===== config.mk =====
export PLATFORM = sky130hd
export DESIGN_NAME = led_seq_ctrl
export DESIGN_NICKNAME = d
export VERILOG_FILES = /design/src/rtl/led_seq_ctrl.sv
export SDC_FILE = /design/constraint.sdc
export NUM_CORES = 1
export LEC_CHECK = 0
export ABC_AREA = 0
export CAP_MARGIN = 20
export CORE_MARGIN = 5
export CORE_UTILIZATION = 32
export CTS_CLUSTER_SIZE = 40
export DETAILED_ROUTE_END_ITERATION = 10
export DONT_BUFFER_PORTS = 1
export GPL_ROUTABILITY_DRIVEN = 0
export PLACE_DENSITY_LB_ADDON = 0.3
export SETUP_SLACK_MARGIN = 0.4
export SLEW_MARGIN = 20
export SYNTH_ARGS = -nofsm -noshare
export SYNTH_HDL_FRONTEND = slang
export SYNTH_SLANG_ARGS = --single-unit

===== constraint.sdc =====
create_clock -name clk_i -period 2.7 [get_ports clk_i]
set_input_delay 0.54 -clock clk_i [delete_from_list [all_inputs] [get_ports clk_i]]
set_output_delay 0.54 -clock clk_i [all_outputs]
set_load 0.03 [all_outputs]

===== src/rtl/led_seq_ctrl.sv =====
// LED sequencer: drives NumLed active-low LEDs in forward chase, reverse chase,
// all-blink or off mode. Phase lengths are counted in prescaler ticks; each LED
// has its own on-time and every on-phase is followed by a fixed all-off gap.
// Mode and on-times are captured in shadow registers only at frame boundaries.
//
// Ports
//   clk_i          system clock
//   rst_ni         synchronous reset, active low
//   en_i           1 = run, 0 = hold every piece of state
//   mode_i         00 fwd chase, 01 rev chase, 10 all-blink, 11 off
//   dur_i          per-LED on-time in ticks, LED i = dur_i[i*DurW +: DurW]
//   led_n_o        LED drive, 0 = lit
//   cur_idx_o      lit LED index + 1 while on in a chase mode, else 0
//   frame_done_o   single-cycle pulse on the edge that ends a frame
module led_seq_ctrl #(
    parameter int unsigned ClkDiv   = 50_000_000,
    parameter int unsigned NumLed   = 4,
    parameter int unsigned DurW     = 4,
    parameter int unsigned GapTicks = 1
) (
    input  logic                     clk_i,
    input  logic                     rst_ni,
    input  logic                     en_i,
    input  logic [1:0]               mode_i,
    input  logic [NumLed*DurW-1:0]   dur_i,
    output logic [NumLed-1:0]        led_n_o,
    output logic [$clog2(NumLed):0]  cur_idx_o,
    output logic                     frame_done_o
);

    localparam int unsigned PreW = (ClkDiv > 1) ? $clog2(ClkDiv) : 1;
    localparam int unsigned IdxW = (NumLed > 1) ? $clog2(NumLed) : 1;
    localparam int unsigned CurW = $clog2(NumLed) + 1;

    localparam logic [1:0] ModeFwd = 2'd0;
    localparam logic [1:0] ModeRev = 2'd1;
    localparam logic [1:0] ModeAll = 2'd2;
    localparam logic [1:0] ModeOff = 2'd3;

    localparam logic [PreW-1:0] PreLast = PreW'(ClkDiv - 1);
    localparam logic [DurW-1:0] GapLast = (GapTicks > 0) ? DurW'(GapTicks - 1) : '0;
    localparam logic [IdxW-1:0] IdxMax  = IdxW'(NumLed - 1);

    typedef enum logic [1:0] {StIdle, StOn, StGap} state_e;

    state_e                  state_q;
    logic [PreW-1:0]         presc_q;
    logic [DurW-1:0]         cnt_q;
    logic [IdxW-1:0]         idx_q;
    logic [1:0]              mode_q;
    logic [NumLed*DurW-1:0]  dur_q;

    logic                    tick;
    logic [DurW-1:0]         sel_dur;
    logic [DurW-1:0]         on_last;
    logic                    phase_end;
    logic                    last_step;
    logic [IdxW-1:0]         step_idx;
    logic [IdxW-1:0]         start_idx;

    // Lit pattern for a given mode/index (all-blink lights everything).
    function automatic logic [NumLed-1:0] led_pattern(input logic [1:0]      md,
                                                      input logic [IdxW-1:0] idx);
        logic [NumLed-1:0] p;
        p = '1;
        for (int i = 0; i < NumLed; i++) begin
            if (md == ModeAll || idx == IdxW'(i)) begin
                p[i] = 1'b0;
            end
        end
        return p;
    endfunction

    function automatic logic [CurW-1:0] cur_value(input logic [1:0]      md,
                                                  input logic [IdxW-1:0] idx);
        return (md == ModeAll) ? '0 : CurW'(idx) + CurW'(1);
    endfunction

    always_comb begin
        tick = en_i && (state_q != StIdle) && (presc_q == PreLast);

        // On-time of the current phase; a zero field still lasts one tick.
        sel_dur = dur_q[DurW-1:0];
        if (mode_q != ModeAll) begin
            for (int i = 0; i < NumLed; i++) begin
                if (idx_q == IdxW'(i)) begin
                    sel_dur = dur_q[i*DurW +: DurW];
                end
            end
        end
        on_last = (sel_dur == '0) ? '0 : sel_dur - 1'b1;

        phase_end = (state_q == StOn) ? (cnt_q == on_last) : (cnt_q == GapLast);

        last_step = (mode_q == ModeAll)
                 || (mode_q == ModeFwd && idx_q == IdxMax)
                 || (mode_q == ModeRev && idx_q == '0);

        step_idx  = (mode_q == ModeRev) ? idx_q - 1'b1 : idx_q + 1'b1;
        start_idx = (mode_i == ModeRev) ? IdxMax : '0;
    end

    always_ff @(posedge clk_i) begin
        if (!rst_ni) begin
            state_q      <= StIdle;
            presc_q      <= '0;
            cnt_q        <= '0;
            idx_q        <= '0;
            mode_q       <= ModeFwd;
            dur_q        <= '0;
            led_n_o      <= '1;
            cur_idx_o    <= '0;
            frame_done_o <= 1'b0;
        end else begin
            // frame_done is an event, so it never stretches across a hold.
            frame_done_o <= 1'b0;
            if (en_i) begin
                unique case (state_q)
                    StIdle: begin
                        if (mode_i != ModeOff) begin
                            mode_q    <= mode_i;
                            dur_q     <= dur_i;
                            idx_q     <= start_idx;
                            cnt_q     <= '0;
                            presc_q   <= '0;
                            state_q   <= StOn;
                            led_n_o   <= led_pattern(mode_i, start_idx);
                            cur_idx_o <= cur_value(mode_i, start_idx);
                        end
                    end
                    StOn, StGap: begin
                        presc_q <= tick ? '0 : presc_q + 1'b1;
                        if (tick) begin
                            if (!phase_end) begin
                                cnt_q <= cnt_q + 1'b1;
                            end else begin
                                cnt_q <= '0;
                                if (state_q == StOn && GapTicks != 0) begin
                                    state_q   <= StGap;
                                    led_n_o   <= '1;
                                    cur_idx_o <= '0;
                                end else if (!last_step) begin
                                    idx_q     <= step_idx;
                                    state_q   <= StOn;
                                    led_n_o   <= led_pattern(mode_q, step_idx);
                                    cur_idx_o <= cur_value(mode_q, step_idx);
                                end else begin
                                    // Frame boundary: re-sample the controls.
                                    frame_done_o <= 1'b1;
                                    if (mode_i == ModeOff) begin
                                        state_q   <= StIdle;
                                        led_n_o   <= '1;
                                        cur_idx_o <= '0;
                                    end else begin
                                        mode_q    <= mode_i;
                                        dur_q     <= dur_i;
                                        idx_q     <= start_idx;
                                        state_q   <= StOn;
                                        led_n_o   <= led_pattern(mode_i, start_idx);
                                        cur_idx_o <= cur_value(mode_i, start_idx);
                                    end
                                end
                            end
                        end
                    end
                    default: begin
                        state_q <= StIdle;
                    end
                endcase
            end
        end
    end

endmodule


# --- Yosys cells after proc, flatten, opt, wreduce, memory -nomap -nowiden ---
# Cells that the tools add are included.
word_totals:
  register_bits: 60
  inputBits: 21
  out_inout_bits: 8
  word_cells: 147
op_classes:
  add_sub_neg: 7
  n_eq_ne: 27
  n_mux: 68
  n_bitwise: 5
  reduce_logical: 31
ops:
  columns: ["cell", "count"]
  rows:
  - ["2-to-1 mux 16 bit", 6]
  - ["2-to-1 mux 4 bit", 14]
  - ["2-to-1 mux 26 bit", 2]
  - ["one-hot mux 26 bit (2 select lines)", 1]
  - ["2-to-1 mux 2 bit", 18]
  - ["one-hot mux 16 bit (2 select lines)", 1]
  - ["adder 26 x 1 -> 26 bit, second input constant", 1]
  - ["equality test 26 bit, second input constant", 1]
  - ["2-to-1 mux 3 bit", 8]
  - ["equality test 2 bit, second input constant", 10]
  - ["inequality test 2 bit, second input constant", 8]
  - ["one-hot mux 4 bit (2 select lines)", 2]
  - ["equality test 2 x 1 -> 1 bit, second input constant", 6]
  - ["2-to-1 mux 1 bit", 12]
  - ["one-hot mux 2 bit (2 select lines)", 3]
  - ["zero test 2 bit", 5]
  - ["logical OR 1 bit", 10]
  - ["zero test 4 bit", 2]
  - ["AND reduction 4 bit", 2]
  - ["AND reduction 8 bit", 1]
  - ["AND reduction 7 bit", 1]
  - ["adder 2 x 1 -> 3 bit, second input constant", 2]
  - ["one-hot mux 3 bit (2 select lines)", 1]
  - ["OR reduction 6 bit", 1]
  - ["12 further kinds", 20]

# --- Depth between registers and ports, before layout ---
# Gate-level depths: netlist (run 1).
depth:
  word_depth: 12
  ltp_mapped: 15
  ltp_nobuf: 11

# --- Worst setup path before layout (run 1) ---
# Ideal clock, no wire load.
synth_path:
  kind: "register -> register"
  start: "register idx_q[1]"
  end: "register dur_q[10]"
  arrival_ns: 2.867
  required_ns: 2.628
  path_slack_ns: -0.239
  stages_incl_launch_ff: 16
  path_cell_list: "dfxtp_1 -> inv_1 -> ha_1 -> buf_4 -> mux2i_1 -> a2111o_1 -> and2_1 -> clkbuf_1 -> a211o_1 -> a21oi_2 -> o2111ai_1 -> a21oi_2 -> and3b_1 -> buf_6 -> buf_8 -> mux2i_1"
synth_via:
  elab_chain_len: 11
  word_cells_on_any_way: 20
  classes_between: "add/sub: 1; eq/ne: 6; mux: 6; reduce/logical: 7"
synth_rtl:
  columns: ["item", "line_no", "source"]
  rows:
  - ["from (decl)", "49", "logic [IdxW-1:0] idx_q;"]
  - ["from (signal assigned)", "123", "idx_q <= start_idx;"]
  - ["from (signal assigned)", "143", "idx_q <= step_idx;"]
  - ["from (signal assigned)", "157", "idx_q <= start_idx;"]
  - ["equality test 2 x 1 -> 1 bit", "86", "if (idx_q == IdxW'(i)) begin"]
  - ["2-to-1 mux 4 bit (3 in series)", "86", null]
  - ["2-to-1 mux 4 bit", "84", "if (mode_q != ModeAll) begin"]
  - ["subtractor 4 x 1 -> 4 bit / zero test 4 bit (equally long branches)", "91", "on_last = (sel_dur == '0) ? '0 : sel_dur - 1'b1;"]
  - ["2-to-1 mux 4 bit", "91", null]
  - ["equality test 4 bit", "93", "phase_end = (state_q == StOn) ? (cnt_q == on_last) : (cnt_q == GapLast);"]
  - ["2-to-1 mux 1 bit", "93", null]
  - ["inequality test 2 bit (no source line)", null, null]
  - ["AND reduction 8 bit (no source line) (*)", null, null]
  - ["to (signal assigned)", "122", "dur_q <= dur_i;"]
  - ["to (signal assigned)", "156", "dur_q <= dur_i;"]
  - ["to (decl)", "51", "logic [NumLed*DurW-1:0] dur_q;"]
# Mark *: on every way between the ends. The rest lies on a longest branch, timed or not.
# A chain may end at the register's enable or synchronous reset.

# --- Worst setup path in the final report (run 1) ---
layout_path:
  start: "register idx_q[1]"
  end: "register dur_q[13]"
# Same word-level chain as after synthesis.

==> results of run 1 <==
[sequential cells by signal, summed over array words and instances, names as in the netlist]
register      cells
presc_q          26
dur_q            16
cnt_q             4
led_n_o           4
cur_idx_o         3
idx_q             2
mode_q            2
state_q           2
frame_done_o      1
[cell usage in the layout (no fill, tap or decap), types with 3 or more instances in the layout]
| cell type | netlist | final |
|---|---|---|
| nand2_1 | 71 | 71 |
| dfxtp_1 | 60 | 57 |
| nor2_1 | 42 | 40 |
| mux2i_1 | 28 | 25 |
| buf_4 | 1 | 22 |
| xor2_1 | 18 | 18 |
| ha_1 | 19 | 16 |
| inv_1 | 16 | 14 |
| nand3_1 | 14 | 12 |
| a21oi_1 | 14 | 12 |
| clkbuf_8 | 0 | 11 |
| xnor2_1 | 10 | 10 |
| nand4_1 | 10 | 10 |
| and3_1 | 9 | 8 |
| nor2b_1 | 7 | 7 |
| and2_1 | 6 | 5 |
| o21ai_0 | 10 | 5 |
| nand2b_1 | 6 | 5 |
| a2111oi_2 | 1 | 4 |
| o21ai_1 | 1 | 4 |
| a21oi_2 | 2 | 4 |
| nand3b_1 | 3 | 3 |
| mux2i_2 | 0 | 3 |
| a21o_1 | 3 | 3 |
| clkbuf_16 | 0 | 3 |
| buf_8 | 1 | 3 |
[logic make-up after synthesis]
logic type / after synthesis / share of synthesized area, %
AO/OA/AOI/OAI: 56 / 11.4
flip-flops: 60 / 35.1
multiplexers: 28 / 8.19
adder cells (fa/ha/maj): 19 / 6.94
AND/OR/NAND/NOR: 187 / 26.3
buffers and inverters: 36 / 4.90
XOR/XNOR: 28 / 7.16
[area by class of cell]
type / count / area (sq um)
inverters: 17 / 66.3
clock buffers: 14 / 184
well taps: 136 / 170
multi-input cells: 318 / 2240
fillers: 1060 / 6130
repair buffers: 31 / 330
clock inverters: 2 / 38.8
flip-flops and latches: 60 / 1210
[per-layer routing]
metal / vias to the layer above / global-route usage [%] / share of wire, %
met5: - / 0 / 0
met2: 54 / 21.4 / 47
met1: 1360 / 17.0 / 47
met3: 8 / 3.98 / 5.1
met4: 0 / 3.37 / 0.93
li1: 1474 / - / -
[what timing repair did]
action,in CTS,in global routing
gates resized for setup,29,27
buffers inserted,5,1
pin swaps,14,19
endpoints found under the setup margin,34,58
cloned,3,1
[power groups by stage]
stage	clock network (uW)	registers, uW	logic, uW
after floorplan	0	1060	583
after global placement	0	1070	723
after detailed placement	0	1070	731
after CTS	918	1050	882
after global routing	963	1060	1040
final	891	1050	943
[worst max path at each step]
| stage | endpoint | slack [ns] | cells past startpoint |
|---|---|---|---|
| after floorplan | dur_q[10] | -0.15 | 15 |
| after global placement | dur_q[2] | -0.16 | 12 |
| after detailed placement | dur_q[6] | -0.22 | 12 |
| after CTS | dur_q[13] | -0.15 | 13 |
| after global routing | dur_q[13] | -0.33 | 12 |
| final | dur_q[13] | -0.19 | 12 |
[per-stage QoR]
step                instance area [sq um]  TNS, ns
finish                               4240    -4.29
floorplan                            3460    -1.52
detailed placement                   3690    -5.18
global route                         4240    -8.60
CTS                                  4110    -2.43
global placement                     3690    -3.97
[worst reg2reg max path, stage by stage (launching register included)]
cell,delay (ns)
dfxtp_4,0.38
inv_4,0.04
ha_4,0.18
mux2i_1,0.12
a2111o_1,0.47
and2_4,0.18
a211o_1,0.30
a21oi_2,0.18
o2111ai_2,0.14
a21oi_2,0.17
and3b_2,0.28
buf_12,0.16
mux2i_2,0.21
==> results.json, run 1 <==
{
  "grt_pass1_wl_mm": 13.8,
  "setup_violations": 31,
  "cts_buffer_depth": 2,
  "core_sq_um": 10400,
  "area_growth_syn_to_layout_pct": 23.9,
  "drt_first_pass_iters": 4,
  "finalWirelength_mm": 8.11,
  "synthArstFlopShare_pct": 0,
  "grt.total_usage_pct": 13.1,
  "syn_area_sq_um": 3420,
  "portBuffers": 0,
  "r2r_end": "dur_q[13]",
  "cts_root_buffer": "clkbuf_8",
  "cts-hold-fix-buffers": 0,
  "violations": "setup timing",
  "grt_overflow": 0,
  "fp.dieW_um": 113,
  "seq_power_share_pct": 36.5,
  "antenna_found_initial": 0,
  "path_delay_family": "compound AO/OA/AOI/OAI gates",
  "startpoint_type": "flip-flop",
  "clockPowerShare_pct": 30.9,
  "crit_slowest_cell": "a2111o_1",
  "dpl.cell_count": 552,
  "diodes": 0,
  "r2r_setup_slack_ns": -0.19,
  "layout-drive-gt1-share_pct": 20.4,
  "peakVddDrop_mv": 0.311,
  "slowest_delay_ns": 0.47,
  "clk_latency_ns": 0.34,
  "clk_pin_slew_worst_paths_ns": 0.07,
  "crit_arrival_ns": 3.15,
  "whs_ns": 0.299,
  "p_sw_share_pct": 32.7,
  "cp_max_fo": 9,
  "grt_max_degree": 50,
  "max_slew_margin_pct": 69.1,
  "switchingPower_uw": 944,
  "worstMarginPinSlew_ns": 0.457,
  "synthTopCellsByCount": "71 x nand2_1, 60 x dfxtp_1, 42 x nor2_1",
  "synth_edf_count": 0,
  "clkSinkCount": 60,
  "vias": 2896,
  "p_leak_uw": 0.00160,
  "drv_cap": 0,
  "min_from": "rst_ni",
  "pre_cts_ws_ns": -0.219,
  "holdPathStages": 1,
  "power_density_nw_per_um2": 681,
  "cts_buffers": 9,
  "drc": 0,
  "r2r_start": "idx_q[1]",
  "reg2regPathDepth": 12,
  "cp-startpoint": "idx_q[1]",
  "clock.fmax_ghz": 0.346,
  "period_share_pct": 107,
  "hpwl_mm": 5.52,
  "crit_chain": "inv_4, ha_4, mux2i_1, a2111o_1, and2_4, a211o_1, a21oi_2, o2111ai_2, a21oi_2, and3b_2, buf_12, mux2i_2",
  "start_util_pct": 33.0,
  "syn_nets": 454,
  "die_h_um": 113,
  "rsz0062_at_grt": "true",
  "vias_per_cell": 5.01,
  "synth_ff_type": "dfxtp_1",
  "synth_most_common_cell": "nand2_1",
  "final_util_pct": 40.9,
  "antenna_left": 0,
  "status": "finished, violations left",
  "finalHoldViolations": 0,
  "clock_skew_ns": 0.0115,
  "finalNetCount": 477,
  "crit_buf_inv": 2,
  "fin_crit_ns": 2.89,
  "grt_pass1_vias": 2941,
  "power.internal_uw": 1940,
  "min_delay_worst_endpoint": "led_n_o[3]",
  "num_rows": 37,
  "worstPathRequired_ns": 2.96,
  "total_power_uw": 2890,
  "timing.final.ws_setup_ns": -0.193,
  "synth_cells": 414,
  "synth.avg_cell_area_sq_um": 8.27,
  "yosys.area.top_type": "dfxtp_1",
  "critical_path_class": "reg -> reg",
  "avgRoutedWirePerCell_um": 14.0,
  "drt_first_iter_violations": 149,
  "ys_warn_count": 0,
  "tritoncts": "built",
  "path_common_cell": "a21oi_2",
  "synth_top_area_share_pct": 35.1,
  "synth-seq-cells": 60,
  "ys_seq_area_share_pct": 35.1,
  "htreeDepth": 3,
  "power.share.combinational_pct": 32.7,
  "hold_class": "in -> reg",
  "synthDistinctLibCells": 54,
  "io_pins": 29,
  "instances_no_fill": 578,
  "synthTopCellsByArea": "dfxtp_1 35%, mux2i_1 8.2%, nand2_1 7.8%",
  "critPathCaptureType": "flip-flop",
  "die-area_sq_um": 12900,
  "drv_slew": 0
}
Power figures use the tool's default switching activity.
==> inputs of run 2 (changes only) <==
PLACE_DENSITY = 0.56   (was default)
PLACE_DENSITY_LB_ADDON = default   (was 0.3)
==> run 2 against run 1 <==
The flow still finishes with violations (setup timing). Register-to-register slack better by 0.03 ns. Worst hold slack worse by 0.039 ns. Core utilization rose by 1.2 points. Wire length increased by 3.5%. Die area did not move. Sequential cell count unchanged. Fmax up 0.94%. Power increased by 6.2%. Via count up 1.7%. First-iteration DRC count increased by 19%. Count of clock-buffer cells in the layout decreased by 1. Cell area up 3.0%. Critical path type unchanged. Highest routed layer unchanged.
==> results.json, run 2 (synthesis gave the netlist of run 1 again) <==
{
  "worstPathRequired_ns": 2.97,
  "reg2regPathDepth": 13,
  "tritoncts": "built",
  "grt_pass1_wl_mm": 13.8,
  "status": "finished, violations left",
  "final_common_cell": "nand2_1",
  "finalNetCount": 484,
  "cts_buffer_depth": 2,
  "num_rows": 37,
  "top_regs": "presc_q: 26 flops, dur_q: 16 flops",
  "clk_latency_ns": 0.35,
  "crit_chain": "inv_4, ha_4, mux2i_1, a2111o_1, and2_4, a211o_1, a21oi_2, o2111ai_2, a21oi_2, and3b_2, buf_12, buf_16, mux2i_1",
  "finalWirelength_mm": 8.39,
  "grt_overflow": 0,
  "drt_first_pass_iters": 4,
  "crit_slowest_cell": "a2111o_1",
  "largest_register": "presc_q",
  "holdPathStages": 1,
  "period_share_pct": 106,
  "antenna_left": 0,
  "timing.final.ws_setup_ns": -0.166,
  "grt-busiest-layer": "met2",
  "htreeDepth": 3,
  "r2r_start": "idx_q[1]",
  "vias_per_cell": 5.03,
  "setup_violations": 31,
  "cp_max_fo": 6,
  "core_sq_um": 10400,
  "grt_pass1_vias": 2888,
  "portBuffers": 0,
  "avgRoutedWirePerCell_um": 14.3,
  "hold_class": "in -> reg",
  "slowest_delay_ns": 0.42,
  "clock.fmax_ghz": 0.349,
  "largest_register_ffs": 26,
  "io_pins": 29,
  "p_leak_uw": 0.00165,
  "final_cell_mix": "69 x nand2_1, 56 x dfxtp_1, 39 x nor2_1",
  "grt.met2_usage_pct": 22.8,
  "die-area_sq_um": 12900,
  "hpwl_mm": 5.65,
  "grtUsageMet3_pct": 4.14,
  "drv_slew": 0,
  "clock_skew_ns": 0.0122,
  "finalHoldViolations": 0,
  "antenna_found_initial": 0,
  "cp-startpoint": "idx_q[1]",
  "grt_max_degree": 50,
  "grt.total_usage_pct": 13.4,
  "met1_usage_pct": 15.7,
  "final_util_pct": 42.1,
  "clk_pin_slew_worst_paths_ns": 0.08,
  "power_density_nw_per_um2": 702,
  "cts-hold-fix-buffers": 0,
  "rsz0062_at_grt": "true",
  "r2r_end": "dur_q[4]",
  "start_util_pct": 33.0,
  "diodes": 0,
  "vias": 2945,
  "whs_ns": 0.260,
  "drt_first_iter_violations": 177,
  "drc": 0,
  "critPathCaptureType": "flip-flop",
  "crit_arrival_ns": 3.14,
  "worstMarginPinSlew_ns": 0.462,
  "clkSinkCount": 60,
  "min_delay_worst_endpoint": "led_n_o[3]",
  "fin_crit_ns": 2.87,
  "r2r_setup_slack_ns": -0.17,
  "startpoint_type": "flip-flop",
  "die_h_um": 113,
  "max_slew_margin_pct": 68.7,
  "critical_path_class": "reg -> reg",
  "cts_root_buffer": "clkbuf_8",
  "layout-drive-gt1-share_pct": 23.8,
  "violations": "setup timing",
  "area_growth_syn_to_layout_pct": 27.6,
  "cts_buffers": 9,
  "min_from": "rst_ni",
  "drv_cap": 0,
  "fp.dieW_um": 113,
  "peakVddDrop_mv": 0.305
}
run 2: changes by cell type in the layout (fill, tap and decap cells not counted), moves of 3 or more:
cell | previous run | this run
mux2i_2 | 3 | 0
clkbuf_16 | 3 | 0
buf_4 | 22 | 26
buf_6 | 2 | 6
run 2: layout make-up:
cell class	count	area [sq um]
Sequential cell	60	1210
Clock buffer	13	169
Timing Repair Buffer	38	400
Clock inverter	3	67.6
Inverter	17	66.3
Tap cell	136	170
Multi-Input combinational cell	318	2280
Fill cell	1042	6000
run 2: timing repair:
item | 4_1_cts | 5_1_grt
cloned | 3 | 0
setup buffers | 5 | 6
pin swaps | 9 | 19
setup endpoints to repair | 40 | 58
hold endpoints to repair | 0 | 0
gates resized for setup | 31 | 35
run 2: stage by stage:
stage / TNS [ns] / cell area [sq um] / std cells / worst slack (ns) / total power, uW
3_5_place_dp: -3.95 / 3710 / 555 / -0.210 / 1840
3_3_place_gp: -6.15 / 3710 / 555 / -0.254 / 1830
2_1_floorplan: -1.52 / 3460 / 414 / -0.149 / 1640
4_1_cts: -2.23 / 4190 / 579 / -0.154 / 2990
6_report: -3.00 / 4370 / 585 / -0.166 / 3070
5_1_grt: -8.04 / 4370 / 585 / -0.330 / 3230
run 2: worst max path at each step:
stage / depth (start not counted) / slack (ns) / end
after floorplan: 15 / -0.15 / dur_q[10]
after global placement: 13 / -0.25 / dur_q[11]
after detailed placement: 13 / -0.21 / dur_q[1]
after CTS: 14 / -0.15 / dur_q[5]
after global routing: 13 / -0.33 / dur_q[5]
final: 13 / -0.17 / dur_q[4]
run 2: routing by layer:
metal | vias up | part of all wire, %
li1 | 1485 | -
met2 | 52 | 49
met1 | 1398 | 45
met5 | - | 0
met4 | 0 | 1.2
met3 | 10 | 4.7
run 2: power breakdown:
group / leakage, uW / internal [uW] / switching (uW) / total, uW
registers: 0.000489 / 962 / 98.2 / 1060
logic: 0.00104 / 529 / 518 / 1050
clock network: 0.000116 / 596 / 365 / 961
run 2: worst max-delay path, delay by kind of cell, from the launching register on:
| family | cells | cell delay (ns) |
|---|---|---|
| AOI/OAI and AO/OA | 5 | 1.19 |
| adders and majority gates | 1 | 0.17 |
| buffers and inverters | 3 | 0.29 |
| DFF | 1 | 0.38 |
| muxes | 2 | 0.31 |
| and+or+nand+nor | 2 | 0.45 |
